--- src/rtl/hazard_stall_ctrl_pkg.sv ---
// rtl/hazard_stall_ctrl_pkg.sv - shared FSM encoding and default constants for hazard_stall_ctrl
package hazard_stall_ctrl_pkg;

    typedef enum logic [1:0] {
        ST_RUN   = 2'd0,
        ST_STALL = 2'd1,
        ST_FLUSH = 2'd2
    } hsc_state_e;

    localparam int unsigned HSC_CNT_WIDTH_DEF     = 16;
    localparam int unsigned HSC_STALL_TIMEOUT_DEF = 3;

    // Width needed to hold run-lengths 0..timeout inclusive.
    function automatic int unsigned hsc_rl_width(input int unsigned timeout);
        return (timeout < 1) ? 1 : $clog2(timeout + 1);
    endfunction

endpackage

--- src/rtl/sat_counter.sv ---
// rtl/sat_counter.sv - up-counter that saturates at all-ones, synchronous active-high reset
module sat_counter #(
    parameter int unsigned WIDTH = 16
) (
    input  logic             clk,
    input  logic             reset,
    input  logic             inc,
    output logic [WIDTH-1:0] count
);

    logic [WIDTH-1:0] count_q;
    logic [WIDTH-1:0] count_d;

    always_comb begin
        count_d = count_q;
        if (inc && (count_q != {WIDTH{1'b1}})) begin
            count_d = count_q + WIDTH'(1);
        end
    end

    always_ff @(posedge clk) begin
        if (reset) begin
            count_q <= '0;
        end else begin
            count_q <= count_d;
        end
    end

    assign count = count_q;

endmodule

--- src/rtl/hazard_stall_ctrl.sv ---
// rtl/hazard_stall_ctrl.sv - pipeline stall/flush controller; HSC_PERF_CNT_EN adds stall/flush counters
module hazard_stall_ctrl
    import hazard_stall_ctrl_pkg::*;
#(
    parameter int unsigned CNT_WIDTH     = HSC_CNT_WIDTH_DEF,
    parameter int unsigned STALL_TIMEOUT = HSC_STALL_TIMEOUT_DEF
) (
    input  logic                 clk,
    input  logic                 reset,
    input  logic                 DHS,
    input  logic                 BR_TAKEN,
    output logic                 PC_HOLD,
    output logic                 IF_DOF_HOLD,
    output logic                 IF_DOF_FLUSH,
    output logic                 DOF_EX_BUBBLE,
    output logic                 STALL_TIMEOUT_ERR,
    output logic [CNT_WIDTH-1:0] STALL_CNT,
    output logic [CNT_WIDTH-1:0] FLUSH_CNT
);

    localparam int unsigned     RL_W   = hsc_rl_width(STALL_TIMEOUT);
    localparam logic [RL_W-1:0] RL_MAX = RL_W'(STALL_TIMEOUT);

    hsc_state_e      state_q, state_d;
    logic [RL_W-1:0] run_len_q, run_len_d;
    logic            err_q, err_d;

    // Control outputs follow the current inputs so the action lands on this edge.
    always_comb begin
        state_d       = state_q;
        run_len_d     = run_len_q;
        err_d         = err_q;
        PC_HOLD       = 1'b0;
        IF_DOF_HOLD   = 1'b0;
        IF_DOF_FLUSH  = 1'b0;
        DOF_EX_BUBBLE = 1'b0;

        if (reset) begin
            state_d   = ST_RUN;
            run_len_d = '0;
            err_d     = 1'b0;
        end else if (BR_TAKEN) begin
            IF_DOF_FLUSH  = 1'b1;
            DOF_EX_BUBBLE = 1'b1;
            state_d       = ST_FLUSH;
            run_len_d     = '0;
        end else begin
            case (state_q)
                ST_FLUSH: begin
                    // DOF holds the NOP injected by the flush, so DHS is stale here.
                    state_d   = ST_RUN;
                    run_len_d = '0;
                end
                default: begin
                    if (DHS) begin
                        PC_HOLD       = 1'b1;
                        IF_DOF_HOLD   = 1'b1;
                        DOF_EX_BUBBLE = 1'b1;
                        state_d       = ST_STALL;
                        if (state_q == ST_STALL) begin
                            if (run_len_q == RL_MAX) begin
                                err_d = 1'b1;
                            end else begin
                                run_len_d = run_len_q + RL_W'(1);
                            end
                        end
                    end else begin
                        state_d   = ST_RUN;
                        run_len_d = '0;
                    end
                end
            endcase
        end
    end

    always_ff @(posedge clk) begin
        if (reset) begin
            state_q   <= ST_RUN;
            run_len_q <= '0;
            err_q     <= 1'b0;
        end else begin
            state_q   <= state_d;
            run_len_q <= run_len_d;
            err_q     <= err_d;
        end
    end

    assign STALL_TIMEOUT_ERR = err_q;

`ifdef HSC_PERF_CNT_EN
    logic stall_evt;
    logic flush_evt;

    // A bubble without a flush can only come from a data-hazard stall.
    assign stall_evt = DOF_EX_BUBBLE & ~IF_DOF_FLUSH;
    assign flush_evt = IF_DOF_FLUSH;

    sat_counter #(.WIDTH(CNT_WIDTH)) u_stall_cnt (
        .clk   (clk),
        .reset (reset),
        .inc   (stall_evt),
        .count (STALL_CNT)
    );

    sat_counter #(.WIDTH(CNT_WIDTH)) u_flush_cnt (
        .clk   (clk),
        .reset (reset),
        .inc   (flush_evt),
        .count (FLUSH_CNT)
    );
`else
    assign STALL_CNT = '0;
    assign FLUSH_CNT = '0;
`endif

endmodule

--- config.mk ---
export PLATFORM = sky130hd
export DESIGN_NAME = hazard_stall_ctrl
export DESIGN_NICKNAME = d
export VERILOG_FILES = /design/src/rtl/hazard_stall_ctrl_pkg.sv /design/src/rtl/sat_counter.sv /design/src/rtl/hazard_stall_ctrl.sv
export SDC_FILE = /design/constraint.sdc
export NUM_CORES = 1
export LEC_CHECK = 0
export CAP_MARGIN = 10
export CORE_MARGIN = 2
export CORE_UTILIZATION = 33
export CTS_BUF_LIST = sky130_fd_sc_hd__clkbuf_16
export DETAILED_ROUTE_END_ITERATION = 16
export PLACE_DENSITY = 0.83
export SETUP_SLACK_MARGIN = 0.15
export SKIP_LAST_GASP = 1
export SLEW_MARGIN = 20
export SYNTH_ARGS = -nofsm -noshare
export SYNTH_HDL_FRONTEND = slang
export SYNTH_HIERARCHICAL = 1
export SYNTH_SLANG_ARGS = --single-unit
--- constraint.sdc ---
create_clock -name clk -period 3.25 [get_ports clk]
set_input_delay 0.65 -clock clk [delete_from_list [all_inputs] [get_ports clk]]
set_output_delay 0.65 -clock clk [all_outputs]
set_load 0.01 [all_outputs]
## Word level (Yosys, flattened, before mapping)

Cells that the tools add are included.

- Register bits after elaboration: 5
- Latch bits: 0
- RAM bits: 0
- Bits in read-only memories: 0
- Input port bits: 4
- Output and inout bits: 37
- Word-level logic and storage cells: 27
- Memories: 0

- Add/sub/neg operators: 1
- Multipliers: 0
- Divide/modulo/power cells: 0
- Order comparisons: 0
- Equal/unequal tests: 3
- Shift operators: 0
- Mux-type cells: 11
- Bitwise logic cells: 4
- Reduce and logical (&&, ||, !) cells: 4

Operators by type and width:

| kind | number |
|---|---|
| 1-bit two-way mux | 10 |
| 5-bit AND reduction | 1 |
| 2-bit == test, second input constant | 2 |
| 1-bit inverter | 4 |
| 4-bit OR reduction | 1 |
| 3-bit OR reduction | 1 |
| 2-bit by 1-bit adder with 2-bit output, second input constant | 1 |
| 2-bit by 1-bit == test with 1-bit output, second input constant | 1 |
| 2-bit two-way mux | 1 |
| 2-bit AND reduction | 1 |

## Depth between registers and ports, before layout

- Word-level depth: 4
- Gate-level depth with buffers: 4
- Depth with buffers taken out: 4

## Least setup slack after synthesis

No wires, ideal clock.

- Path type: input -> output
- From: in BR_TAKEN
- To: out PC_HOLD
- Data arrival time: 1.347 ns
- Required time: 2.600 ns
- Setup slack: 1.253 ns
- Cell stages on the path: 4
- Path buffers: 1
- Cell sequence: nand2b_1 or3_4 inv_1 buf_4

- Cells in the longest elaborated chain, start to end: 2

Ends and longest elaborated chain:

| element | line | RTL |
|---|---|---|
| start, declared | hazard_stall_ctrl.sv:11 | `input logic BR_TAKEN,` |
| 1-bit two-way mux (2 in series) | - |  |
| end, declared | hazard_stall_ctrl.sv:12 | `output logic PC_HOLD,` |

No other way between the ends.

## Worst setup path in the final report

- From: in BR_TAKEN
- To: out PC_HOLD

- Cells in the longest elaborated chain, start to end: 2

Ends and longest elaborated chain:

| element | line | RTL |
|---|---|---|
| 1-bit two-way mux | hazard_stall_ctrl.sv:42 | `end else if (BR_TAKEN) begin` |
| 1-bit two-way mux | hazard_stall_ctrl.sv:38 | `if (reset) begin` |

No other way between the ends.

==> impl_results.md <==
- Leak Pwr: 0.2786 nW
- Number of clock buffers inserted by TritonCTS: 3
- DRC errors left: 0
- Count of hold buffers inserted by post-cts repair: 0
- Gate family responsible for the most delay along the worst path: buffers and inverters
- Distinct cell type count of the synthesized netlist: 14
- Setup TNS: 0 ns
- Ant. Diodes: 0
- Worst min path class: reg -> reg
- First-pass GRT wire length: 862 microns
- Initial antenna violation count: 0
- WS Path Type: in -> out
- Post-Syn Area: 480.5 sq um
- Setup bufs post-CTS: 0
- Vias post-DR: 284
- Mean Syn Cell Area: 8.284 sq um
- Final Cell Area: 526.8 sq um
- Peak per-stage delay on the critical path: 0.54 ns
- Remaining global-route overflow: 0
- Yosys Warn Count: 6
- Layout Area Growth over Synthesis: 9.635%
- Htree depth: 1
- Die ar.: 1777 sq um
- Placeable Area: 1334 sq um
- Dpl cell area: 447.9 sq um
- Dpl hpwl: 510.9 microns
- Worst setup skew after layout: 0.002162 ns
- Result of the run: complete, no violations
- Root Buffer: clkbuf_16
- Ordered cell list for the critical path: clkdlybuf4s50_1, nand2b_1, or3_4, inv_1, clkdlybuf4s50_1
- Maximum capacitance violations: 0
- Iter 0 DRT Violations: 1
- Largest net degree at the start of global routing: 6
- Standard cell with the maximum stage delay on the critical path: clkdlybuf4s50_1
- Clock-pin slew on the worst setup and hold paths: 0.03 ns
- Fillers: 149
- Buffers from clock root to sink, at most: 2
- Power per unit of standard cell area: 562.2 nW/um^2
- WHS Path Cells: 2
- Number of detailed-routing iterations run before antenna repair: 2
- Worst skew pair latency: 0.22 ns
- Final nets: 74
- Vias in the first global route: 215
- Starting Density: 0.3602
- Routed Antenna Nets: 0
- Data arrival time of the critical path: 2.25 ns
- Via count normalized by instance count: 3.422
- Total I/O pin count: 41
- Logic depth of the worst path, buffers included: 5
- Maximum fanout count along the critical path: 5
- Tot GR Track Use: 0.06985
- CP startpoint kind: input port
- Critical path buffer and inverter count: 3
- Highest attainable clock frequency: 0.3453 GHz
- Slew Limit Fails: 0
- Total setup violations reported at the end of the flow: 0
- Post-synthesis register bit count: 5
- Die Height: 42.16 microns
- Part of the Yosys area used for sequential elements: 0.2083
- Count of standard-cell rows: 13
- Total Routed Length: 604 microns
- R2r worst-path depth: 4
- RSZ-0062 raised after global routing: no
- Largest vdd supply drop: 0.3834 mV
- Count of buffers from port buffering: 8
- Crit end category: primary output
- Routed wire per std cell: 7.277 microns
- Endpoint required time on the critical path: 2.60 ns
- Most common cell type on the critical path: clkdlybuf4s50_1
- Share of cells above drive strength 1: 0.07353
- Post-cts sizing count: 0
- Period minus WS final: 2.896 ns
- Final Hold Violating Endpoints: 0
- Clock sink count: 5
- GP Congestion: 0.6782
- Period Utilization, post-route: 0.8912
- Cells after synthesis: 58
- Clock tree from TritonCTS: built
- Die width: 42.16 microns
==> routing by layer <==
layer / share of wire / global-route usage
met1: 0.34 / 0.06170
met2: 0.48 / 0.1063
met3: 0.14 / 0.02586
met4: 0.043 / 0.09375
met5: 0 / 0
==> cell families (layout without fill, tap and decap cells) <==
kind of cell | after synthesis | after routing | synth area share
buffers and inverters | 35 | 14 | 0.5313
adder cells (fa/ha/maj) | 1 | 1 | 0.02604
XOR/XNOR | 1 | 1 | 0.01823
other | 1 | 32 | 0.007805
multiplexers | 1 | 1 | 0.02083
flip-flops | 5 | 5 | 0.2083
AO/OA/AOI/OAI | 2 | 2 | 0.02083
AND/OR/NAND/NOR | 12 | 12 | 0.1667
==> sequential cells by signal, indices dropped and copies added (netlist names) <==
signal	cells
run_len_q	2
state_q	2
STALL_TIMEOUT_ERR	1
==> path summary, 6_finish.rpt <==
path	startpoint	to	slack (ns)
worst max-delay path	BR_TAKEN	PC_HOLD	0.35
worst min-delay path	STALL_TIMEOUT_ERR	STALL_TIMEOUT_ERR	0.48
worst max register to register	run_len_q[0]	run_len_q[1]	2.11
worst min register to register	STALL_TIMEOUT_ERR	STALL_TIMEOUT_ERR	0.48
==> synthesized netlist by cell type <==
master / number / area (sq um)
mux2i_1: 1 / 10.01
conb_1: 1 / 3.750
buf_4: 33 / 247.7
a21oi_1: 2 / 10.01
dfxtp_1: 5 / 100.1
ha_1: 1 / 12.51
nor2_1: 4 / 15.01
nor2b_1: 3 / 18.77
or3_4: 1 / 11.26
nor4bb_1: 1 / 10.01
inv_1: 2 / 7.510
xnor2_1: 1 / 8.760
nand2b_1: 2 / 12.51
nor3b_2: 1 / 12.51
==> power by group <==
part	internal [mW]	switching [mW]	total, mW
Combinational	0.0110	0.0234	0.0344
Clock	0.159	0.0383	0.198
Sequential	0.0630	0.00123	0.0643
Total	0.233	0.0630	0.296
==> cells in the final DEF, fill, tap and decap left out <==
cell / Yosys / final
xnor2_1: 1 / 1
nor3b_2: 1 / 1
inv_1: 2 / 3
nand2b_1: 2 / 2
or3_4: 1 / 1
mux2i_1: 1 / 1
conb_1: 1 / 32
clkbuf_16: 0 / 3
clkdlybuf4s50_1: 0 / 8
nor2_1: 4 / 4
a21oi_1: 2 / 2
ha_1: 1 / 1
dfxtp_1: 5 / 5
nor2b_1: 3 / 3
nor4bb_1: 1 / 1
==> worst register-to-register path, delay by kind of cell (launching register included) <==
kind | cells | cell delay [ns]
fa+ha+maj | 1 | 0.22
simple gates | 2 | 0.29
mux | 1 | 0.21
flops | 1 | 0.31
==> layout make-up <==
class | count | area, sq um | share of cell area
sequential | 5 | 100.1 | 0.1900
multi-input combinational | 49 | 241.5 | 0.4584
clock inverter | 1 | 3.754 | 0.007126
tap | 15 | 18.77 | 0.03563
timing repair buffer | 8 | 80.08 | 0.1520
inverter | 2 | 7.507 | 0.01425
clock buffer | 3 | 75.07 | 0.1425
==> per-stage QoR <==
step,setup WS (ns),power (mW),std cells,util,hold slack [ns]
after floorplan,1.253,0.1173,89,-,0.4646
after global placement,0.3648,0.09817,79,0.3358,0.4656
after detailed placement,0.3393,0.09889,79,0.3358,0.4685
after CTS,0.3341,0.2978,83,0.3949,0.4822
after global routing,0.2711,0.3088,83,0.3949,0.5266
final,0.3537,0.2961,83,0.3949,0.4756
Note: power is estimated with default switching activity, not from simulation.
